## src/rtl/gate_test_pkg.sv

```systemverilog
// Shared definitions for the gate exerciser.
//   state_t  : exerciser FSM states (IDLE, RUN, DONE).
//   TT_*     : expected truth tables for common 2-input gates.
//              Bit index is {a,b}: bit0 = 00, bit1 = 01, bit2 = 10, bit3 = 11.
package gate_test_pkg;

  typedef enum logic [1:0] {
    IDLE = 2'd0,
    RUN  = 2'd1,
    DONE = 2'd2
  } state_t;

  localparam logic [3:0] TT_AND  = 4'b1000;
  localparam logic [3:0] TT_OR   = 4'b1110;
  localparam logic [3:0] TT_XOR  = 4'b0110;
  localparam logic [3:0] TT_NAND = 4'b0111;
  localparam logic [3:0] TT_NOR  = 4'b0001;

endpackage

```

## src/rtl/gate_exerciser_if.sv

```systemverilog
// Signal bundle between the gate exerciser and its environment.
//   start      : single-cycle run request
//   exp_tt     : expected truth table, latched on an accepted start
//   y_in       : output of the gate under test
//   a_out/b_out: registered inputs to the gate under test
//   busy/done  : run in progress / one-cycle end-of-run pulse
//   pass, err_count, fail_mask : run results, held until the next start
// Modports: master = the exerciser, slave = the surrounding environment.
interface gate_exerciser_if;

  logic       start;
  logic [3:0] exp_tt;
  logic       y_in;
  logic       a_out;
  logic       b_out;
  logic       busy;
  logic       done;
  logic       pass;
  logic [2:0] err_count;
  logic [3:0] fail_mask;

  modport master (
    input  start, exp_tt, y_in,
    output a_out, b_out, busy, done, pass, err_count, fail_mask
  );

  modport slave (
    output start, exp_tt, y_in,
    input  a_out, b_out, busy, done, pass, err_count, fail_mask
  );

endinterface

```

## src/rtl/gate_exerciser.sv

```systemverilog
// Stimulus/response stage for a 2-input combinational gate.
// After an accepted start it walks {a,b} through 00, 01, 10, 11, holding each
// vector for DWELL cycles, samples the gate output on the last cycle of each
// dwell and compares it against the latched truth table.
//   clk  : rising-edge clock
//   rst  : synchronous, active-high reset
//   bus  : gate_exerciser_if.master (start/exp_tt/y_in in; stimulus and
//          results out)
// Parameter DWELL: cycles each vector is held, legal 2..256.
module gate_exerciser #(
  parameter int DWELL = 4
) (
  input  logic                clk,
  input  logic                rst,
  gate_exerciser_if.master    bus
);

  import gate_test_pkg::*;

  localparam int              CW        = $clog2(DWELL);
  localparam logic [CW-1:0]   DWELL_END = CW'(DWELL - 1);

  state_t        state;
  state_t        state_next;

  logic [CW-1:0] dwell_cnt;
  logic [1:0]    vec;
  logic [3:0]    tt;
  logic [1:0]    ab;
  logic          pass_q;
  logic [2:0]    err_q;
  logic [3:0]    mask_q;

  logic          sample;
  logic          mismatch;
  logic [2:0]    err_next;

  // Sample point: last cycle of the current vector's dwell.
  assign sample   = (state == RUN) && (dwell_cnt == DWELL_END);
  assign mismatch = (bus.y_in != tt[vec]);
  assign err_next = err_q + {2'b00, mismatch};

  // ---------------------------------------------------------------------------
  // State register
  // ---------------------------------------------------------------------------
  // NOTE: sequential state uses non-blocking assignments so every register
  // samples pre-edge values regardless of process ordering.
  always_ff @(posedge clk) begin
    if (rst) state <= IDLE;
    else     state <= state_next;
  end

  // ---------------------------------------------------------------------------
  // Next-state logic
  // ---------------------------------------------------------------------------
  // NOTE: every combinationally assigned signal gets a default first, so no
  // path through the case leaves it unassigned and no latch is inferred.
  always_comb begin
    state_next = state;
    case (state)
      IDLE:    if (bus.start)             state_next = RUN;
      RUN:     if (sample && vec == 2'd3) state_next = DONE;
      DONE:                               state_next = IDLE;
      default:                            state_next = IDLE;
    endcase
  end

  // ---------------------------------------------------------------------------
  // Output decode
  // ---------------------------------------------------------------------------
  always_comb begin
    bus.busy = 1'b0;
    bus.done = 1'b0;
    case (state)
      RUN:     bus.busy = 1'b1;
      DONE:    bus.done = 1'b1;
      default: ;
    endcase
  end

  // ---------------------------------------------------------------------------
  // Datapath: dwell counter, vector index, stimulus and result registers
  // ---------------------------------------------------------------------------
  // NOTE: the latched truth table is reset along with everything else; it is a
  // handful of flops, and a defined value keeps the compare path X-free.
  always_ff @(posedge clk) begin
    if (rst) begin
      dwell_cnt <= '0;
      vec       <= 2'd0;
      tt        <= 4'd0;
      ab        <= 2'd0;
      pass_q    <= 1'b0;
      err_q     <= 3'd0;
      mask_q    <= 4'd0;
    end else begin
      case (state)
        IDLE: begin
          if (bus.start) begin
            tt        <= bus.exp_tt;
            err_q     <= 3'd0;
            mask_q    <= 4'd0;
            pass_q    <= 1'b0;
            vec       <= 2'd0;
            dwell_cnt <= '0;
            ab        <= 2'd0;
          end
        end
        RUN: begin
          if (sample) begin
            err_q <= err_next;
            if (mismatch) mask_q[vec] <= 1'b1;
            dwell_cnt <= '0;
            if (vec == 2'd3) begin
              // Leaving RUN: park the gate inputs and publish the verdict so
              // pass is already valid during the done cycle.
              ab     <= 2'd0;
              pass_q <= (err_next == 3'd0);
            end else begin
              // Registered stimulus: the next vector appears on the cycle
              // after this dwell's sample point.
              vec <= vec + 2'd1;
              ab  <= vec + 2'd1;
            end
          end else begin
            dwell_cnt <= dwell_cnt + CW'(1);
          end
        end
        default: ;
      endcase
    end
  end

  assign bus.a_out     = ab[1];
  assign bus.b_out     = ab[0];
  assign bus.pass      = pass_q;
  assign bus.err_count = err_q;
  assign bus.fail_mask = mask_q;

endmodule

```

## src/flat_wrapper.sv

```systemverilog
// flat-port wrapper written by rule: the top's interface ports become plain ports
module gate_exerciser_flat import gate_test_pkg::*;
#(
  parameter int DWELL = 4
)
  (clk, rst, bus_start, bus_exp_tt, bus_y_in, bus_a_out, bus_b_out, bus_busy, bus_done, bus_pass, bus_err_count, bus_fail_mask);
  gate_exerciser_if bus_i ();
  input  logic clk;
  input  logic rst;
  input wire logic [$bits(bus_i.start)-1:0] bus_start;
  input wire logic [$bits(bus_i.exp_tt)-1:0] bus_exp_tt;
  input wire logic [$bits(bus_i.y_in)-1:0] bus_y_in;
  output wire logic [$bits(bus_i.a_out)-1:0] bus_a_out;
  output wire logic [$bits(bus_i.b_out)-1:0] bus_b_out;
  output wire logic [$bits(bus_i.busy)-1:0] bus_busy;
  output wire logic [$bits(bus_i.done)-1:0] bus_done;
  output wire logic [$bits(bus_i.pass)-1:0] bus_pass;
  output wire logic [$bits(bus_i.err_count)-1:0] bus_err_count;
  output wire logic [$bits(bus_i.fail_mask)-1:0] bus_fail_mask;
  assign bus_i.start = bus_start;
  assign bus_i.exp_tt = bus_exp_tt;
  assign bus_i.y_in = bus_y_in;
  assign bus_a_out = bus_i.a_out;
  assign bus_b_out = bus_i.b_out;
  assign bus_busy = bus_i.busy;
  assign bus_done = bus_i.done;
  assign bus_pass = bus_i.pass;
  assign bus_err_count = bus_i.err_count;
  assign bus_fail_mask = bus_i.fail_mask;
  gate_exerciser #(.DWELL(DWELL)) u_core (.clk(clk), .rst(rst), .bus(bus_i));
endmodule
```

## config.mk

```make
export PLATFORM = sky130hd
export DESIGN_NAME = gate_exerciser_flat
export DESIGN_NICKNAME = d
export VERILOG_FILES = /design/src/rtl/gate_test_pkg.sv /design/src/rtl/gate_exerciser_if.sv /design/src/rtl/gate_exerciser.sv /design/src/flat_wrapper.sv
export SDC_FILE = /design/constraint.sdc
export NUM_CORES = 1
export LEC_CHECK = 0
export ABC_AREA = 1
export CORE_UTILIZATION = 53
export DETAILED_ROUTE_END_ITERATION = 12
export PLACE_DENSITY = 0.92
export SYNTH_ARGS = -nofsm -noshare
export SYNTH_HDL_FRONTEND = slang
export SYNTH_SLANG_ARGS = --single-unit
```

## constraint.sdc

```tcl
create_clock -name clk -period 2.6 [get_ports clk]
set_clock_uncertainty 0.05 [all_clocks]
set_input_delay 0.65 -clock clk [delete_from_list [all_inputs] [get_ports clk]]
set_output_delay 0.65 -clock clk [all_outputs]
set_load 0.01 [all_outputs]
```

# After elaboration in Yosys (flattened, before gate mapping)
# Cells that the tools add are included.
# op_classes
addsub	3
n_lt_le_gt_ge	2
reduce_logical	13
n_bitwise	1
mux	29
eq_ne	11
# op_table
cell	n
2-bit two-way mux	8
2-bit case mux with 2 select lines	4
4-bit two-way mux	3
4-bit AND reduction	3
2-bit inequality test, second input constant	4
4-bit case mux with 2 select lines	1
1-bit two-way mux	7
2-bit equality test, second input constant	3
3-bit two-way mux	2
3-bit case mux with 2 select lines	1
2-bit AND reduction	3
2-bit by 1-bit adder with 2-bit output, second input constant	2
2-bit by 1-bit inequality test with 1-bit output, second input constant	2
4-bit OR	1
3-bit by 1-bit adder with 3-bit output	1
1-bit logical AND	3
3-bit zero test	1
2-bit by 3-bit < comparator with 1-bit output, second input constant	1
3-bit AND reduction	1
1-bit binary-select mux with 2-bit select	1
1-bit demux with 2-bit select	1
2-bit by 1-bit equality test with 1-bit output, second input constant	1
2-bit by 1-bit >= comparator with 1-bit output, second input constant	1
2-bit zero test	1
other kinds (3)	3
# totals
regBits	20
wordCells	67
out_inout_bits	12
input_bits	8

# Longest topological paths before layout
# logic_depth
depth_word	8
depth_mapped	12
depth_no_buf	12

# Worst setup path after synthesis
# Ideal clock, no wire load.
# synth_path
path_kind	in2reg
start	input bus_y_in
end	register u_core.pass_q (netlist: u_core.bus.pass)
t_arrival_ns	1.631
path_slack_ns	0.849
path_stages	8
required_time_ns	2.480
path_buffers	0
setup_time_ns	0.070
cell_sequence	inv_1 -> nand3_1 -> nand2_1 -> ha_1 -> ha_1 -> nor3_1 -> nand2_1 -> a21oi_1
# synth_via
elab_chain_len	6
# synth_rtl
item	line	text
start, declared	flat_wrapper.sv:12	input wire logic [$bits(bus_i.y_in)-1:0] bus_y_in;
1-bit inequality test	gate_exerciser.sv:40	assign mismatch = (bus.y_in != tt[vec]);
3-bit by 1-bit adder with 3-bit output	gate_exerciser.sv:41	assign err_next = err_q + {2'b00, mismatch};
3-bit zero test	gate_exerciser.sv:117	pass_q <= (err_next == 3'd0);
1-bit two-way mux	gate_exerciser.sv:113	if (vec == 2'd3) begin
1-bit two-way mux	gate_exerciser.sv:109	if (sample) begin
1-bit case mux with 2 select lines	gate_exerciser.sv:96	case (state)
end signal, assigned	gate_exerciser.sv:117	
end, declared	gate_exerciser.sv:30	logic pass_q;
# Every way passes these cells. The select of a mux whose other input is x is not followed.
# A chain may end at the register's enable or synchronous reset.

# Final worst setup path
# layout_path
start	register u_core.state[0]
end	output bus_busy
# layout_via
elab_chain_len	2
# layout_rtl
item	line	text
start, declared	gate_exerciser.sv:23	state_t state;
start signal, assigned	gate_exerciser.sv:50	else state <= state_next;
2-bit by 1-bit equality test with 1-bit output	gate_exerciser.sv:74	case (state)
1-bit two-way mux	gate_exerciser.sv:74	
end, declared	flat_wrapper.sv:15	output wire logic [$bits(bus_i.busy)-1:0] bus_busy;
# Every way passes these cells.

==> results.py <==
metrics = {
    "worst_setup_path": {
        "crit_required_ns": 1.90,
        "end_kind": "primary output",
        "start_kind": "flop",
        "cp_max_fo": 8,
        "path_delay_family": "buffers and inverters",
        "cp.arrival_ns": 1.67,
        "rrSetupSlack_ns": 0.59,
        "slowest_delay_ns": 0.58,
        "path_class": "reg -> out",
        "crit_chain": "nand2_4 > inv_1 > clkdlybuf4s50_1",
        "critPathSlowestCell": "clkdlybuf4s50_1",
        "path_buf_inv": 2,
    },
    "detailed_routing": {
        "drt_pass1_iterations": 4,
        "vias": 974,
        "drc": 0,
        "drtIter0Drc": 38,
        "wire_per_inst_um": 12.8,
        "drtAntennaViolNets": 0,
        "vias_per_cell": 5.32,
        "drt-total-wl_um": 2340,
    },
    "placement": {
        "placed_area_um2": 1210,
        "gp_congestion": 0.818,
        "dpl.hpwl_um": 1660,
        "dp_slack_ns": 0.211,
        "io_buffers": 19,
    },
    "floorplan": {
        "die-area_um2": 2050,
        "start_util_pct": 57.0,
        "core-area_um2": 1750,
        "die_w_um": 45.3,
        "fp-row-count": 15,
        "die_y_um": 45.3,
        "pin_count": 20,
    },
    "grt": {
        "gr-usage-all-layers_pct": 25.3,
        "grt_overflow": 0,
        "antenna_found_initial": 0,
        "grt_max_degree": 13,
        "grt_pass1_vias": 870,
        "grt_first_pass_wirelength_um": 3560,
    },
    "yosys": {
        "synthAdderAreaFrac_pct": 8.81,
        "synth.distinct_cells": 21,
        "ys_seq_area_share_pct": 40.3,
        "synth_mux_area_share_pct": 0,
        "synth-compound-area-share_pct": 11.4,
        "synth_top_area_share_pct": 40.3,
        "ys_warn_count": 0,
        "synth_cells": 136,
        "synthTopCellsByArea": "dfxtp_1 40%, nand2_1 11%, nor2_1 9.1%",
        "syn_avg_cell_area_um2": 7.31,
        "syn_nets": 151,
        "synthXorXnorAreaFrac_pct": 0.881,
        "synth-seq-cells": 20,
        "syn_area_um2": 995,
        "synth_top_cell_by_area": "dfxtp_1",
        "synth_top_family_by_area": "simple AND/OR/NAND/NOR gates",
        "synthSimpleGateAreaFrac_pct": 32.7,
    },
    "clock_network": {
        "cts_buffers": 3,
        "cts.htree.levels": 1,
        "cts_buffer_depth": 2,
        "post-cts-setup-buffer-count": 0,
        "ctsResizeCount": 0,
        "hold_buffers": 0,
        "clk_latency_ns": 0.32,
        "cts.sinks": 20,
        "clk_pin_slew_ns": 0.12,
        "root_buffer": "clkbuf_4",
        "cts_tree": "done",
    },
    "power_and_ir_drop": {
        "power_uw": 748,
        "peakVddDrop_mv": 0.352,
        "p_leak_nw": 0.538,
        "swShare_pct": 27.2,
        "power.density_nw_per_um2": 591,
        "power.internal_uw": 545,
        "p_clk_share_pct": 34.8,
        "seq_power_share_pct": 45.9,
        "pwr-share-comb_pct": 19.3,
        "p_switching_uw": 203,
    },
    "final_layout": {
        "final_core_util_pct": 72.5,
        "syn_to_final_growth_pct": 27.2,
        "layout-drive-gt1-share_pct": 8.23,
        "fin_nets": 174,
        "nFillCells": 142,
        "fin_area_um2": 1260,
        "final_common_cell": "nand2_1",
        "final_cell_mix": "28 x nand2_1, 24 x nor2_1, 20 x dfxtp_1, 19 x clkdlybuf4s50_1, 14 x a21oi_1",
        "antenna_cells": 0,
    },
    "sta": {
        "slew_viol_final": 0,
        "hold_viol_final": 0,
        "worst_slew_pin_slew_ns": 0.459,
        "relSlewSlack_pct": 69.3,
        "fmax_mhz": 422,
        "rsz0062_at_grt": "no",
        "finalSetupViolCount": 0,
        "fin_ws_ns": 0.228,
        "tns_ns": 0,
        "period_share_pct": 91.2,
        "min_period_ns": 2.37,
    },
    "job": {
        "maxCapViolCount": 0,
    },
    "status": {
        "status": "finished clean",
    },
    "worst_hold_path": {
        "worstHoldPathType": "reg -> reg",
    },
}
[area by class of cell]
class / instances / area [um^2] / area share (%)
well taps: 25 / 31.3 / 2.47
clock inverters: 1 / 30.0 / 2.37
clock buffers: 3 / 22.5 / 1.78
flip-flops and latches: 20 / 400 / 31.7
inverters: 14 / 55.1 / 4.35
multi-input cells: 101 / 536 / 42.3
repair buffers: 19 / 190 / 15.0
[stage by stage]
stage	hold WS, ns	std cells
floorplan	0.378	136
global placement	0.394	179
detailed placement	0.409	179
CTS	0.428	183
global route	0.443	183
finish	0.426	183
[cells by family (layout without fill, tap and decap cells)]
group           Yosys count  in the layout
compound gates           22             22
xor+xnor                  1              1
flops                    20             20
fa+ha+maj                 7              7
simple gates             71             71
buf+inv                  15             37
[layer usage]
metal | global-route usage (%) | part of all wire (%) | up-vias
met1 | 26.9 | 43 | 438
met2 | 42.6 | 48 | 43
li1 | - | - | 482
met5 | 0 | 0 | -
met3 | 4.00 | 3.9 | 11
met4 | 22.4 | 4.9 | 0
[cells in the mapped netlist]
cell type / number
nand2_1: 28
o21ai_2: 1
inv_4: 1
nor4_1: 1
ha_1: 7
clkbuf_1: 1
nand3b_1: 1
inv_1: 12
inv_2: 1
nor2_4: 3
nor2_1: 24
o21ai_0: 6
o21ai_1: 1
a21oi_1: 14
dfxtp_1: 20
nand2_4: 1
nor2_2: 1
nor3_1: 1
xor2_1: 1
nand3_2: 1
nand3_1: 10
[power groups by stage]
stage          logic, mW  clock network (mW)  registers (mW)
2_1_floorplan     0.0847                   0           0.350
3_3_place_gp       0.135                   0           0.347
3_5_place_dp       0.140                   0           0.349
4_1_cts            0.143               0.260           0.342
5_1_grt            0.159               0.274           0.344
6_report           0.145               0.260           0.343
[final timing paths]
check,from,end,cells past startpoint
setup / recovery,u_core.state[0],bus_busy,3
hold / removal,u_core.dwell_cnt[0],u_core.dwell_cnt[0],1
setup reg to reg,u_core.vec[0],u_core.bus.pass,11
hold reg to reg,u_core.dwell_cnt[0],u_core.dwell_cnt[0],1
[worst reg2reg max path: cells and delay by family (launching register included)]
| family | cells | cell delay (ns) |
|---|---|---|
| AO/OA/AOI/OAI | 1 | 0.15 |
| XOR/XNOR | 1 | 0.16 |
| adder cells (fa/ha/maj) | 2 | 0.37 |
| buffers and inverters | 1 | 0.15 |
| flip-flops | 1 | 0.45 |
| AND/OR/NAND/NOR | 6 | 0.61 |
[flip-flops by register name, indices dropped and copies added (netlist names)]
register,cells
u_core.bus.fail_mask,4
u_core.bus.pass,1
u_core.state,2
u_core.bus.err_count,3
u_core.dwell_cnt,2
u_core.tt,4
u_core.vec,2
u_core.ab,2
No activity file was read; power rests on OpenSTA's default activity.
